<file path="src/rtl/lane_handshake_responder.sv">
// rtl/lane_handshake_responder.sv - far-end 4-lane round-robin 4-phase handshake responder
// All outputs are registered; y is a one-hot of the served lane while in ACK.
module lane_handshake_responder #(
   parameter int LATENCY   = 2,
   parameter int CNT_WIDTH = 8
) (
   input  logic                 CLK,
   input  logic                 RESET,
   input  logic                 I_0_x,
   output logic                 I_0_y,
   input  logic                 I_1_x,
   output logic                 I_1_y,
   input  logic                 I_2_x,
   output logic                 I_2_y,
   input  logic                 I_3_x,
   output logic                 I_3_y,
   output logic                 busy,
   output logic [1:0]           grant,
   output logic [CNT_WIDTH-1:0] done_count,
   output logic                 proto_err
);

   typedef enum logic [1:0] {IDLE, WAIT, ACK} state_t;

   state_t               state, state_nx;
   logic [1:0]           g, g_nx;
   logic [1:0]           ptr, ptr_nx;
   logic [3:0]           cnt, cnt_nx;
   logic [CNT_WIDTH-1:0] done_nx;
   logic                 err_nx;
   logic [3:0]           x;
   logic [3:0]           y_q, y_nx;
   logic                 found;
   logic [1:0]           pick, idx;

   assign x = {I_3_x, I_2_x, I_1_x, I_0_x};

   always_comb begin
      state_nx = state;
      g_nx     = g;
      ptr_nx   = ptr;
      cnt_nx   = cnt;
      done_nx  = done_count;
      err_nx   = proto_err;
      found    = 1'b0;
      pick     = ptr;
      idx      = ptr;

      // Round-robin scan starting at ptr; first requesting lane wins.
      for (int i = 0; i < 4; i++) begin
         idx = ptr + 2'(i);
         if (!found && x[idx]) begin
            found = 1'b1;
            pick  = idx;
         end
      end

      case (state)
         IDLE: begin
            if (found) begin
               g_nx = pick;
               if (LATENCY == 0) begin
                  state_nx = ACK;
               end else begin
                  state_nx = WAIT;
                  cnt_nx   = 4'(LATENCY - 1);
               end
            end
         end
         WAIT: begin
            if (!x[g]) begin
               state_nx = IDLE;
               err_nx   = 1'b1;
               ptr_nx   = g + 2'd1;
            end else if (cnt == 4'd0) begin
               state_nx = ACK;
            end else begin
               cnt_nx = cnt - 4'd1;
            end
         end
         ACK: begin
            if (!x[g]) begin
               state_nx = IDLE;
               ptr_nx   = g + 2'd1;
               done_nx  = done_count + CNT_WIDTH'(1);
            end
         end
         default: state_nx = IDLE;
      endcase

      y_nx = 4'b0000;
      if (state_nx == ACK) begin
         y_nx[g_nx] = 1'b1;
      end
   end

   always_ff @(posedge CLK) begin
      if (RESET) begin
         state      <= IDLE;
         g          <= 2'd0;
         ptr        <= 2'd0;
         cnt        <= 4'd0;
         done_count <= '0;
         proto_err  <= 1'b0;
         y_q        <= 4'b0000;
         busy       <= 1'b0;
         grant      <= 2'd0;
      end else begin
         state      <= state_nx;
         g          <= g_nx;
         ptr        <= ptr_nx;
         cnt        <= cnt_nx;
         done_count <= done_nx;
         proto_err  <= err_nx;
         y_q        <= y_nx;
         busy       <= (state_nx != IDLE);
         grant      <= (state_nx == IDLE) ? 2'd0 : g_nx;
      end
   end

   assign I_0_y = y_q[0];
   assign I_1_y = y_q[1];
   assign I_2_y = y_q[2];
   assign I_3_y = y_q[3];

endmodule

</file>
<file path="config.mk">
export PLATFORM = sky130hd
export DESIGN_NAME = lane_handshake_responder
export DESIGN_NICKNAME = d
export VERILOG_FILES = /design/src/rtl/lane_handshake_responder.sv
export SDC_FILE = /design/constraint.sdc
export NUM_CORES = 1
export LEC_CHECK = 0
export CORE_ASPECT_RATIO = 2
export CORE_MARGIN = 8
export CORE_UTILIZATION = 31
export DETAILED_ROUTE_END_ITERATION = 12
export PLACE_DENSITY_LB_ADDON = 0.25
export SETUP_SLACK_MARGIN = 0.4
export SYNTH_ARGS = -nofsm -noshare
export SYNTH_HDL_FRONTEND = slang
export SYNTH_SLANG_ARGS = --single-unit
export TNS_END_PERCENT = 30
</file>
<file path="constraint.sdc">
create_clock -name CLK -period 3.7 [get_ports CLK]
set_input_delay 0.74 -clock CLK [delete_from_list [all_inputs] [get_ports CLK]]
set_output_delay 0.74 -clock CLK [all_outputs]
set_load 0.03 [all_outputs]
</file>
Word-level counts from Yosys, hierarchy flattened
Cells that the tools add are included.

storage, ports and cells
  register bits after elaboration = 26
  output and inout bits = 16
  logic and storage cells = 79

operators by class
  $add $sub $neg = 6
  order comparisons = 7
  equality and inequality tests = 6
  multiplexer cells = 30
  bitwise gates (word level) = 2
  reduce and logical (&&, ||, !) cells = 19

operator list
  operator                                                           count
  < comparator 2 x 3 -> 1 bit, second input constant                 6
  2-to-1 mux 2 bit                                                   9
  2-to-1 mux 4 bit                                                   3
  binary-select mux 1 bit (select 2 bit)                             5
  2-to-1 mux 1 bit                                                   10
  adder 8 x 1 -> 8 bit, second input constant                        1
  one-hot mux 4 bit (2 select lines)                                 1
  inequality test 2 bit, second input constant                       3
  one-hot mux 2 bit (3 select lines)                                 1
  AND reduction 2 bit                                                3
  OR reduction 2 bit                                                 3
  adder 2 x 1 -> 2 bit, second input constant                        2
  adder 2 bit, second input constant                                 2
  equality test 2 bit, second input constant                         2
  logical AND 1 bit                                                  4
  logical NOT 2 bit                                                  2
  logical NOT 4 bit                                                  1
  AND reduction 4 bit                                                1
  nonzero test 2 bit                                                 2
  subtractor 4 x 1 -> 4 bit, second input constant                   1
  logical NOT 1 bit                                                  3
  demux 1 bit (select 2 bit)                                         1
  equality test 2 x 1 -> 1 bit, second input constant                1
  greater-or-equal comparator 2 x 1 -> 1 bit, second input constant  1
  NOT 1 bit                                                          2

Logic depth before layout (Yosys ltp)
  word-level depth = 18
  mapped depth = 8
  depth with buffers taken out = 7

Worst setup path after synthesis
Ideal clock, no wire load.

  path kind = in2reg
  start = input I_3_x
  end = register done_count[7]
  library setup time = 0.128 ns
  data arrival time = 1.882 ns
  required time = 3.572 ns
  path slack = 1.691 ns
  cell stages on the path = 5
  path buffers = 0
  path through = mux4_2 and4b_1 nand4_1 xor2_1 nor2_1

on the way
  word-level cells in the longest chain between the ends = 4

RTL lines
  what                                    RTL line  source
  start, declared                         15        input logic I_3_x,
  binary-select mux 1 bit (select 2 bit)  82        if (!x[g]) begin
  2-to-1 mux 1 bit (not written as such)  82
  NOT 1 bit (no line)                     -
  AND reduction 2 bit (no line)           -
  end signal, assigned                    113       done_count <= done_nx;
  end, declared                           19        output logic [CNT_WIDTH-1:0] done_count,

Every way passes these cells. The select of a mux whose other input is x is not followed.
A chain may end at the register's enable or synchronous reset.

Worst setup path in the final report
  start = input I_3_x
  end = register grant[1]

on the way
  word-level cells in the longest chain between the ends = 16
  elaborated cells between the ends (all ways) = 31
  classes of those cells = 23 x mux; 8 x reduce/logical

RTL lines
  what                                    RTL line  source
  binary-select mux 1 bit (select 2 bit)  52        if (!found && x[idx]) begin
  2-to-1 mux 1 bit (not written as such)  52
  2-to-1 mux 1 bit                        52
  logical NOT 1 bit                       52
  logical AND 1 bit                       52
  2-to-1 mux 1 bit                        52
  logical NOT 1 bit                       52
  logical AND 1 bit                       52
  2-to-1 mux 1 bit                        52
  logical NOT 1 bit                       52
  logical AND 1 bit                       52
  2-to-1 mux 1 bit                        52
  2-to-1 mux 2 bit                        60        if (found) begin
  one-hot mux 2 bit (3 select lines)      58        case (state)
  logical NOT 2 bit                       117       grant <= (state_nx == IDLE) ? 2'd0 : g_nx;
  OR reduction 2 bit (no line)            -
  end signal, assigned                    117
  end, declared                           18        output logic [1:0] grant,

Parallel ways exist; a longest one is shown, timed or not. The select of a mux whose other input is x is not followed.

==> out/results.ini <==
[setup_path]
crit_arrival_ns=2.59
crit_required_ns=3.85
critPathMaxFanout=8
start_kind=primary input
path_cells=clkdlybuf4s50_1 -> mux4_2 -> a32oi_1 -> o21ba_2 -> nor2_1
cp_top_family=compound AO/OA/AOI/OAI gates
critPathKind=in2reg
cpMaxStageDelayCell=mux4_2
critPathCaptureType=register
critPathBufInv=1
cpPeakStageDelay_ns=0.62

[synth]
synthesis.nets=152
synth-edff-count=0
synth_xor_area_frac=0.0690
synth_fa_ha_area_frac=0.0690
avgSynthCellArea_um2=9.14
synthSimpleGateAreaFrac=0.246
synth_flop_cell=dfxtp_1
synthMuxAreaShare=0.0502
yosysWarnings=0
synth_cell_types=41
synth_compound_area_frac=0.113
async_flop_share=0
ys_seq_area_frac=0.410
syn-cell-area_um2=1270
synth_top_family_by_area=simple AND/OR/NAND/NOR gates
synth-seq-cells=26
syn-instance-count=139

[clocking]
htreeDepth=1
cts.sinks=26
cts_root_buf=clkbuf_8
ctsResizeCount=0
clk_latency_ns=0.27
clk_path_buf_depth=2
hold_buffers=0
cts_tree=done
postCtsSetupBuffers=0
clkSlewWorstSetupHoldPaths_ns=0.09
cts_made_buffers=3

[worst_hold_path]
min_path_type=reg2reg

[power_and_ir_drop]
p_per_area_nw_per_um2=417
p_int_mw=0.497
ir_drop_mv=0.313
pwr-share-comb=0.189
power.sequential.fraction=0.463
p_sw_mw=0.169
p_leak_nw=0.617
sw_frac_of_total=0.253
clkPwrFrac=0.348

[route]
wl_per_cell_um=11.8
antenna_left=0
first_pass_iters=4
via_per_inst=4.67
first_iter_violations=19
route.detailed.drc=0
drt_wl_total_mm=2.49
vias=989

[global_route]
grt_usage=0.0855
grt_overflow_total=0
grt_pass1_wl_mm=4.40
grt_antenna_before_repair=0
grt_max_degree=18
grt_pass1_vias=1013

[layout]
diodes=0
final_layout_size_suffix_gt1_frac=0.113
fin_nets=174
fin_util=0.399
fillers=428
synthToLayoutAreaGrowth_pct=25.7

[place]
routabilityCongestion=0.758
place_hpwl_mm=1.89
portBuffers=21

[die]
rows=33
die_w_um=61.3
io-pin-count=22
initial_utilization=0.317
die_y_um=107
die-area_um2=6530
core_area_um2=4010

[sta]
rsz0062_at_grt=no
hold_viol=0
setup_viol=0
slew_headroom=0.674
worstMarginPinSlew_ns=0.475
fin_crit_ns=2.44
fmax_mhz=409
finalCritPeriodShare=0.660
tns_ns=0
finClkSkew_ns=0.00376
slew_viol_final=0

[run_status]
status=finished, final reports clean

[job]
drv_cap=0

logic make-up after synthesis:
family	after synthesis
adder cells (fa/ha/maj)	7
flip-flops	26
AND/OR/NAND/NOR	60
AO/OA/AOI/OAI	19
buffers and inverters	12
multiplexers	5
XOR/XNOR	10
Yosys cell counts, types with 2 or more instances:
master | n | area share
xnor2_1 | 2 | 0.014
xor2_1 | 8 | 0.055
mux2i_1 | 3 | 0.024
nor2_1 | 24 | 0.071
o21ai_0 | 2 | 0.0079
nor2b_1 | 4 | 0.020
nor3_1 | 4 | 0.016
nand2b_1 | 2 | 0.0099
ha_1 | 7 | 0.069
clkbuf_1 | 2 | 0.0059
nand2_1 | 7 | 0.021
dfxtp_1 | 26 | 0.41
nand4_1 | 3 | 0.015
a31o_2 | 2 | 0.014
inv_1 | 7 | 0.021
nor3b_2 | 2 | 0.020
a21oi_1 | 7 | 0.028
nand3_1 | 4 | 0.016
layout make-up:
class | instances | area, um^2 | share of cell area
Clock buffer | 3 | 41.3 | 0.0259
Clock inverter | 1 | 30.0 | 0.0188
Inverter | 7 | 26.3 | 0.0165
Multi-Input combinational cell | 101 | 696 | 0.436
Sequential cell | 26 | 520 | 0.326
Tap cell | 52 | 65.1 | 0.0408
Timing Repair Buffer | 22 | 218 | 0.136
flip-flops by register name, indices dropped and copies added, names as in the netlist:
name / count
y_q: 4
busy: 1
ptr: 2
g: 2
proto_err: 1
cnt: 4
done_count: 8
state: 2
grant: 2
through the flow:
stage / power (mW) / instance area (um^2) / hold slack (ns) / cells / setup WS, ns
after floorplan: 0.409 / 1270 / 0.450 / 139 / 1.69
after global placement: 0.441 / 1530 / 0.454 / 208 / 0.983
after detailed placement: 0.441 / 1530 / 0.459 / 208 / 0.988
after CTS: 0.676 / 1600 / 0.484 / 212 / 1.28
after global routing: 0.705 / 1600 / 0.517 / 212 / 1.11
final: 0.665 / 1600 / 0.473 / 212 / 1.26
layer usage:
metal	vias up	global-route usage	wire [um]
met1	452	0.102	1150
met2	18	0.135	1220
met3	4	0.0193	79
met4	0	0.0454	46
met5	-	0	0
li1	515	-	-
worst min-delay path, cell delays in order, from the launching register on:
cell and delay [ns]:
dfxtp_1 0.34, a21oi_1 0.04, nor2_1 0.07
worst paths after layout:
check	startpoint	end	slack, ns	cells past startpoint
max	I_3_x	grant[1]	1.26	5
min	proto_err	proto_err	0.47	2
max reg2reg	cnt[0]	grant[1]	1.65	7
min reg2reg	proto_err	proto_err	0.47	2
power groups by stage:
stage,Clock (mW),Combinational (mW),Sequential [mW]
after floorplan,0,0.0914,0.318
after global placement,0,0.126,0.315
after detailed placement,0,0.126,0.315
after CTS,0.241,0.127,0.309
after global routing,0.253,0.141,0.312
final,0.232,0.126,0.308
cells in the final DEF, fill, tap and decap left out, drive strengths merged, types with 5 or more instances in the layout:
cell type	synthesis	final
nor2	24	24
xor2	8	8
ha	7	7
nand2	8	8
inv	7	7
dfxtp	26	26
a21oi	7	7
clkdlybuf4s50	0	21
nor2b	5	5
(Power assumes the default switching activity.)
